`src/rtl/crack_sched.sv`:
```
// crack_sched: splits the 24-bit key space over NUM_ENG crack engines,
// launches them together and returns the first key found to the host.
//
// Handshakes:
//   host   - rdy=1 means idle; en is sampled only on a posedge with rdy=1 and
//            starts a run. rdy returns to 1 when the run ends; key, key_valid,
//            err and cycles then hold until the next accepted en.
//   engine - eng_en is a one-cycle start pulse to all engines. An engine is
//            busy while eng_rdy=0; when eng_rdy returns to 1 its
//            eng_key_valid/eng_key describe the result of that run.
module crack_sched #(
  parameter int NUM_ENG    = 2,
  parameter int START_WAIT = 4
) (
  input  logic                  clk,
  input  logic                  rst_n,
  input  logic                  en,
  output logic                  rdy,
  output logic [23:0]           key,
  output logic                  key_valid,
  output logic                  err,
  output logic [31:0]           cycles,
  output logic [NUM_ENG-1:0]    eng_en,
  output logic [NUM_ENG*24-1:0] eng_base,
  output logic [23:0]           eng_stride,
  input  logic [NUM_ENG-1:0]    eng_rdy,
  input  logic [NUM_ENG-1:0]    eng_key_valid,
  input  logic [NUM_ENG*24-1:0] eng_key
);

  localparam int SW_W = $clog2(START_WAIT + 1);

  typedef enum logic [1:0] {
    S_IDLE   = 2'd0,
    S_DRAIN  = 2'd1,
    S_LAUNCH = 2'd2,
    S_RUN    = 2'd3
  } state_t;

  // state_q is the observable FSM state for checkers bound to this block.
  state_t             state_q, state_d;
  logic [NUM_ENG-1:0] started, finished;
  logic [SW_W-1:0]    sw_cnt;

  logic [NUM_ENG-1:0] fin_now, to_fail, win;
  logic               win_any, fin_all, timeout_now;
  logic [23:0]        win_key;

  // Static key partition: engine i starts at key i and steps by NUM_ENG.
  for (genvar g = 0; g < NUM_ENG; g++) begin : g_base
    assign eng_base[24*g +: 24] = 24'(g);
  end
  assign eng_stride = 24'(NUM_ENG);

  assign rdy    = (state_q == S_IDLE);
  assign eng_en = {NUM_ENG{state_q == S_LAUNCH}};

  // Per-engine completion this cycle; lowest-index key-finder wins.
  always_comb begin
    timeout_now = (sw_cnt == SW_W'(1));
    fin_now     = started & eng_rdy & ~finished;
    // Engines that never dropped eng_rdy within the start window are retired.
    to_fail     = timeout_now ? (~started & ~finished & eng_rdy) : '0;
    win         = fin_now & eng_key_valid;
    win_any     = |win;
    fin_all     = &(finished | fin_now | to_fail);
    win_key     = '0;
    for (int i = NUM_ENG - 1; i >= 0; i--) begin
      if (win[i]) win_key = eng_key[24*i +: 24];
    end
  end

  // FSM state register.
  always_ff @(posedge clk) begin
    if (!rst_n) state_q <= S_IDLE;
    else        state_q <= state_d;
  end

  // FSM next-state logic.
  always_comb begin
    state_d = state_q;
    case (state_q)
      S_IDLE:   if (en) state_d = S_DRAIN;
      S_DRAIN:  if (&eng_rdy) state_d = S_LAUNCH;
      S_LAUNCH: state_d = S_RUN;
      S_RUN:    if (win_any || fin_all) state_d = S_IDLE;
      default:  state_d = S_IDLE;
    endcase
  end

  // Run bookkeeping and result registers.
  always_ff @(posedge clk) begin
    if (!rst_n) begin
      key       <= '0;
      key_valid <= 1'b0;
      err       <= 1'b0;
      cycles    <= '0;
      started   <= '0;
      finished  <= '0;
      sw_cnt    <= '0;
    end else begin
      case (state_q)
        S_IDLE: begin
          if (en) begin
            key_valid <= 1'b0;
            err       <= 1'b0;
            cycles    <= '0;
          end
        end
        S_LAUNCH: begin
          started  <= '0;
          finished <= '0;
          sw_cnt   <= SW_W'(START_WAIT);
        end
        S_RUN: begin
          if (cycles != 32'hFFFF_FFFF) cycles <= cycles + 32'd1;
          if (sw_cnt != '0) sw_cnt <= sw_cnt - SW_W'(1);
          started  <= started | ~eng_rdy;
          finished <= finished | fin_now | to_fail;
          if (|to_fail) err <= 1'b1;
          if (win_any) begin
            key       <= win_key;
            key_valid <= 1'b1;
          end else if (fin_all) begin
            key       <= '0;
            key_valid <= 1'b0;
          end
        end
        default: ;
      endcase
    end
  end

endmodule
```
`config.mk`:
```
export PLATFORM = sky130hd
export DESIGN_NAME = crack_sched
export DESIGN_NICKNAME = d
export VERILOG_FILES = /design/src/rtl/crack_sched.sv
export SDC_FILE = /design/constraint.sdc
export NUM_CORES = 1
export LEC_CHECK = 0
export CAP_MARGIN = 25
export CELL_PAD_IN_SITES_DETAIL_PLACEMENT = 1
export CELL_PAD_IN_SITES_GLOBAL_PLACEMENT = 1
export CORE_ASPECT_RATIO = 1.2
export CORE_MARGIN = 3
export CORE_UTILIZATION = 29
export DETAILED_ROUTE_END_ITERATION = 8
export GPL_TIMING_DRIVEN = 0
export HOLD_SLACK_MARGIN = 0.06
export PLACE_DENSITY = 0.88
export SETUP_SLACK_MARGIN = 0.15
export SYNTH_ARGS = -nofsm -noshare
export SYNTH_HDL_FRONTEND = slang
export SYNTH_SLANG_ARGS = --single-unit
```
`constraint.sdc`:
```
create_clock -name clk -period 2.6 [get_ports clk]
set_clock_uncertainty 0.2 [all_clocks]
set_input_delay 0.39 -clock clk [delete_from_list [all_inputs] [get_ports clk]]
set_output_delay 0.39 -clock clk [all_outputs]
set_load 0.05 [all_outputs]
```
Yosys cells after proc, flatten, opt, wreduce, memory -nomap -nowiden --
Index checks and enable logic that the tools add are counted.
Cells by class: reductions and logical operators 16, bitwise logic cells 11, add/subtract/negate cells 2, mux-type cells 22, eq/ne operators 12
Operators by type and width (count):
- $mux 24 | 4
- $mux 32 | 2
- $pmux 32 s2 | 1
- $add 32x1->32 const B | 1
- $ne 32x32->1 const B | 1
- $ne 2x2->1 const B | 6
- $reduce_and 3->1 | 4
- $and 2x2->2 | 5
- $mux 2 | 4
- $pmux 2 s2 | 2
- $pmux 2 s4 | 1
- $reduce_and 2->1 | 4
- $not 2->2 | 3
- $or 2x2->2 | 3
- $pmux 3 s2 | 1
- $reduce_bool 2->1 | 3
- $eq 2x2->1 const B | 2
- $mux 1 | 4
- $pmux 1 s2 | 2
- $reduce_or 2->1 | 2
- $eq 3x1->1 const B | 1
- $mux 3 | 1
- $ne 3x3->1 const B | 1
- $reduce_bool 3->1 | 1
- other kinds (4) | 4
Storage, ports and cells: output and inout bits 133, input bits 55, word-level logic and storage cells 71, bits in registers 67

Depth between registers and ports, before layout --
depth after elaboration 9, mapped depth 9, depth with buffers taken out 8

Least setup slack after synthesis --
No wires, ideal clock.
kind register -> register, from register cycles[0], to register cycles[8], period minus slack after synthesis 2.779 ns, data required time 2.245 ns, stages on the path, launching flop included 9, setup time 0.155 ns, buffers on the path 1, slack -0.179 ns, arrival time 2.424 ns, cells stage by stage dfxtp_1 ha_1 nand4_2 nor4_4 and2_1 a31oi_1 buf_2 a21oi_1 a211oi_1
On the way: word-level cells in the longest chain between the ends 3, elaborated cells between the ends (all ways) 6, classes of those cells add/sub: 1; eq/ne: 2; mux: 2; reduce/logical: 1
Ends and longest elaborated chain:
- from (decl) | RTL line 22 | output logic [31:0] cycles,
- from (signal assigned) | RTL line 116 | if (cycles != 32'hFFFF_FFFF) cycles <= cycles + 32'd1;
- $add 32x1->32 / $ne 32x32->1 (equally long branches) | RTL line 116
- $mux 32 / $ne 2x2->1 (equally long branches)
- $pmux 32 s2 / $reduce_and 3->1 (equally long branches)
Several ways; a longest one is shown, not always the timed one. The select of a mux whose other input is x is not followed. A chain may end at the register's enable or synchronous reset.

Worst setup path after layout --
from register state_q[1], to register cycles[9]
On the way: word-level cells in the longest chain between the ends 3, elaborated cells between the ends (all ways) 7, classes of those cells eq/ne: 3; mux: 1; reduce/logical: 3
Ends and longest elaborated chain:
- from (decl) | RTL line 41 | state_t state_q, state_d;
- from (signal assigned) | RTL line 76 | else state_q <= state_d;
- $eq 2x2->1 / $logic_not 2->1 (equally long branches) | RTL line 102 | case (state_q)
- $ne 2x2->1 (no source line) / $reduce_bool 2->1 (equally long branches)
- $reduce_and 3->1 (no source line)
Several ways; a longest one is shown, not always the timed one.

==> flow_metrics.py <==
metrics = {
    "floorplan": {
        "die_y_um": 135,
        "placementRows": 46,
        "io-pin-count": 188,
        "start_util": 0.302,
        "dieWidth_um": 114,
        "die-area_um2": 15400,
        "coreArea_um2": 13400,
    },
    "power_and_ir_drop": {
        "irDropWorstVdd_mv": 0.339,
        "powerDensity_nw_per_um2": 557,
        "p_leak_uw": 0.00252,
    },
    "cts": {
        "numCtsBuffers": 9,
        "cts_max_level": 3,
        "insertion_delay_ns": 0.33,
        "cts.reportedPaths.clkPinSlew_ns": 0.06,
        "hold_buffers": 0,
        "clock_path_buffers": 2,
        "cts_tree": "built",
        "cts.sink_count": 67,
        "cts_root_buffer": "clkbuf_16",
    },
    "worst_hold_path": {
        "hold_depth": 2,
        "hold_path.class": "flip-flop to flip-flop",
    },
    "logic_synthesis": {
        "ys_seq_area_frac": 0.331,
        "ys_types": 51,
        "syn_inst": 546,
        "ys.flop_type": "dfxtp_1",
        "ys_ff_latch": 67,
        "yosys.area.top_type": "dfxtp_1",
        "synth_area_leaders": "dfxtp_1, buf_4, a21oi_1",
        "synth_edf_count": 0,
        "syn_area_um2": 4050,
        "ys_async_sr_fraction": 0,
        "yosysWarnings": 0,
        "synth_top_area_share": 0.331,
        "syn_area_per_cell_um2": 7.41,
    },
    "layout": {
        "multi_input_area_um2": 2350,
        "drive_gt1_frac": 0.193,
        "fill_cells": 1693,
        "final_cell_area_um2": 6140,
        "layout.nets": 813,
        "seq_area_um2": 1360,
        "syn_to_final_growth_pct": 51.7,
        "antenna_cells": 0,
    },
    "placed_design": {
        "place_area_um2": 5680,
        "dpl.hpwl_um": 10800,
        "io_buffers": 114,
        "gp_congestion": 0.839,
    },
    "timing": {
        "rsz0062_at_grt": "yes",
        "slew_headroom": 0.551,
        "slew_violations": 0,
        "post-route-period-util": 0.919,
        "hold_viol": 0,
        "setup_violations": 0,
        "layout_min_cycle_time_ns": 2.39,
        "worst_pin_slew_ns": 0.673,
        "fmax_mhz": 418,
        "holdWs_ns": 0.283,
    },
    "critical_path": {
        "critical_path_required_ns": 2.61,
        "cp-end-kind": "flip-flop",
        "rr_worst_depth": 9,
        "setup.worst_path.start_class": "flip-flop",
        "worstPathArrival_ns": 2.40,
        "crit_type": "flip-flop to flip-flop",
        "worstPathMaxFanout": 10,
    },
    "routing": {
        "drt-total-wl_um": 14600,
        "post_drt_via_cell_ratio": 4.92,
        "wl_per_cell_um": 15.9,
        "detail-route-antenna-nets": 0,
        "drt_iter0_markers": 285,
        "vias": 4538,
        "first_pass_iters": 4,
        "drcViolationCount": 0,
    },
    "grt": {
        "grt_pass1_wl_um": 22600,
        "grt_pass1_vias": 4506,
        "antenna_found_initial": 0,
        "grtUsageTotal": 0.181,
        "grt_max_degree": 12,
        "gr-total-overflow": 0,
    },
    "flow_run": {
        "max_cap_viol_count": 0,
    },
    "status": {
        "status": "finished, final reports clean",
    },
}
[logic make-up (layout without fill, tap and decap cells)]
family          Yosys count  count (layout)  synth area share
compound gates          150             150             0.225
fa+ha+maj                 8               8            0.0247
buf+inv                 109             248             0.172
flops                    67              67             0.331
mux                       2               2           0.00495
other cells               2              72           0.00186
simple gates            208             208             0.241
[repair_timing]
| action | CTS | global route |
|---|---|---|
| setup buffers | 7 | 2 |
| gates resized for setup | 13 | 24 |
| endpoints found under the setup margin | 52 | 53 |
| pin swaps | 2 | 2 |
[cell type report]
type	instances	area share
plain buffers	98	0.109
clock buffers	11	0.0395
clock inverters	5	0.00856
inverters	11	0.00673
multi-input cells	440	0.383
flip-flops and latches	67	0.222
well taps	168	0.0342
repair buffers	123	0.196
[critical path: stages, from the launching register on]
cell and delay [ns]:
dfxtp_1 0.37, ha_1 0.16, clkbuf_4 0.20, inv_2 0.09
o21ai_2 0.20, buf_6 0.18, o31a_1 0.28, buf_4 0.19
a21oi_1 0.09, a211oi_1 0.32
[layer usage]
metal / GRT usage / part of all wire
met2: 0.320 / 0.48
met3: 0.0362 / 0.072
met1: 0.222 / 0.43
met4: 0.0508 / 0.013
met5: 0 / 0
[report_power, final]
group | leakage [uW] | switching [uW] | total [uW] | internal, uW
Sequential | 0.000548 | 25.4 | 1080 | 1050
Combinational | 0.00183 | 736 | 1110 | 371
Clock | 0.000145 | 472 | 1240 | 764
[stage by stage]
stage          utilization  TNS [ns]  std cells  power (uW)  setup WS [ns]
2_1_floorplan            -         0        616        1850          0.180
3_3_place_gp         0.423     -5.62        898        2110         -0.255
3_5_place_dp         0.423     -6.57        898        2130         -0.291
4_1_cts              0.451         0        921        3410          0.145
5_1_grt              0.458         0        923        3570         0.0795
6_report             0.458         0        923        3420          0.210
[Yosys cell counts (5+ instances only)]
cell type and n:
nand2_1 86, a21oi_1 74, buf_4 73, dfxtp_1 67
nor2_1 51, o21ai_0 27, nand3_1 21, clkbuf_1 20
inv_1 11, nor3_1 9, ha_1 8, nand4_1 8
nor4_1 6, a31oi_1 5, and3_1 5, o21a_1 5
o31ai_1 5
[registers in the layout, indices dropped and copies added (netlist names)]
name / count
cycles: 32
key: 24
sw_cnt: 3
finished: 2
started: 2
state_q: 2
err: 1
key_valid: 1
[worst paths after layout]
check | start | endpoint | slack (ns)
min reg2reg | key_valid | key_valid | 0.28
max | state_q[1] | cycles[9] | 0.21
max reg2reg | state_q[1] | cycles[9] | 0.21
min | key_valid | key_valid | 0.28
[cell usage in the layout, fill, tap and decap left out, drive strengths merged, types with 8 or more instances in the layout]
master	n
clkdlybuf4s50	111
nand2	87
buf	87
a21oi	74
conb	72
dfxtp	67
nor2	51
o21ai	31
clkbuf	31
nand3	22
inv	11
nand4	10
nor3	9
ha	8
(Power assumes the default switching activity.)
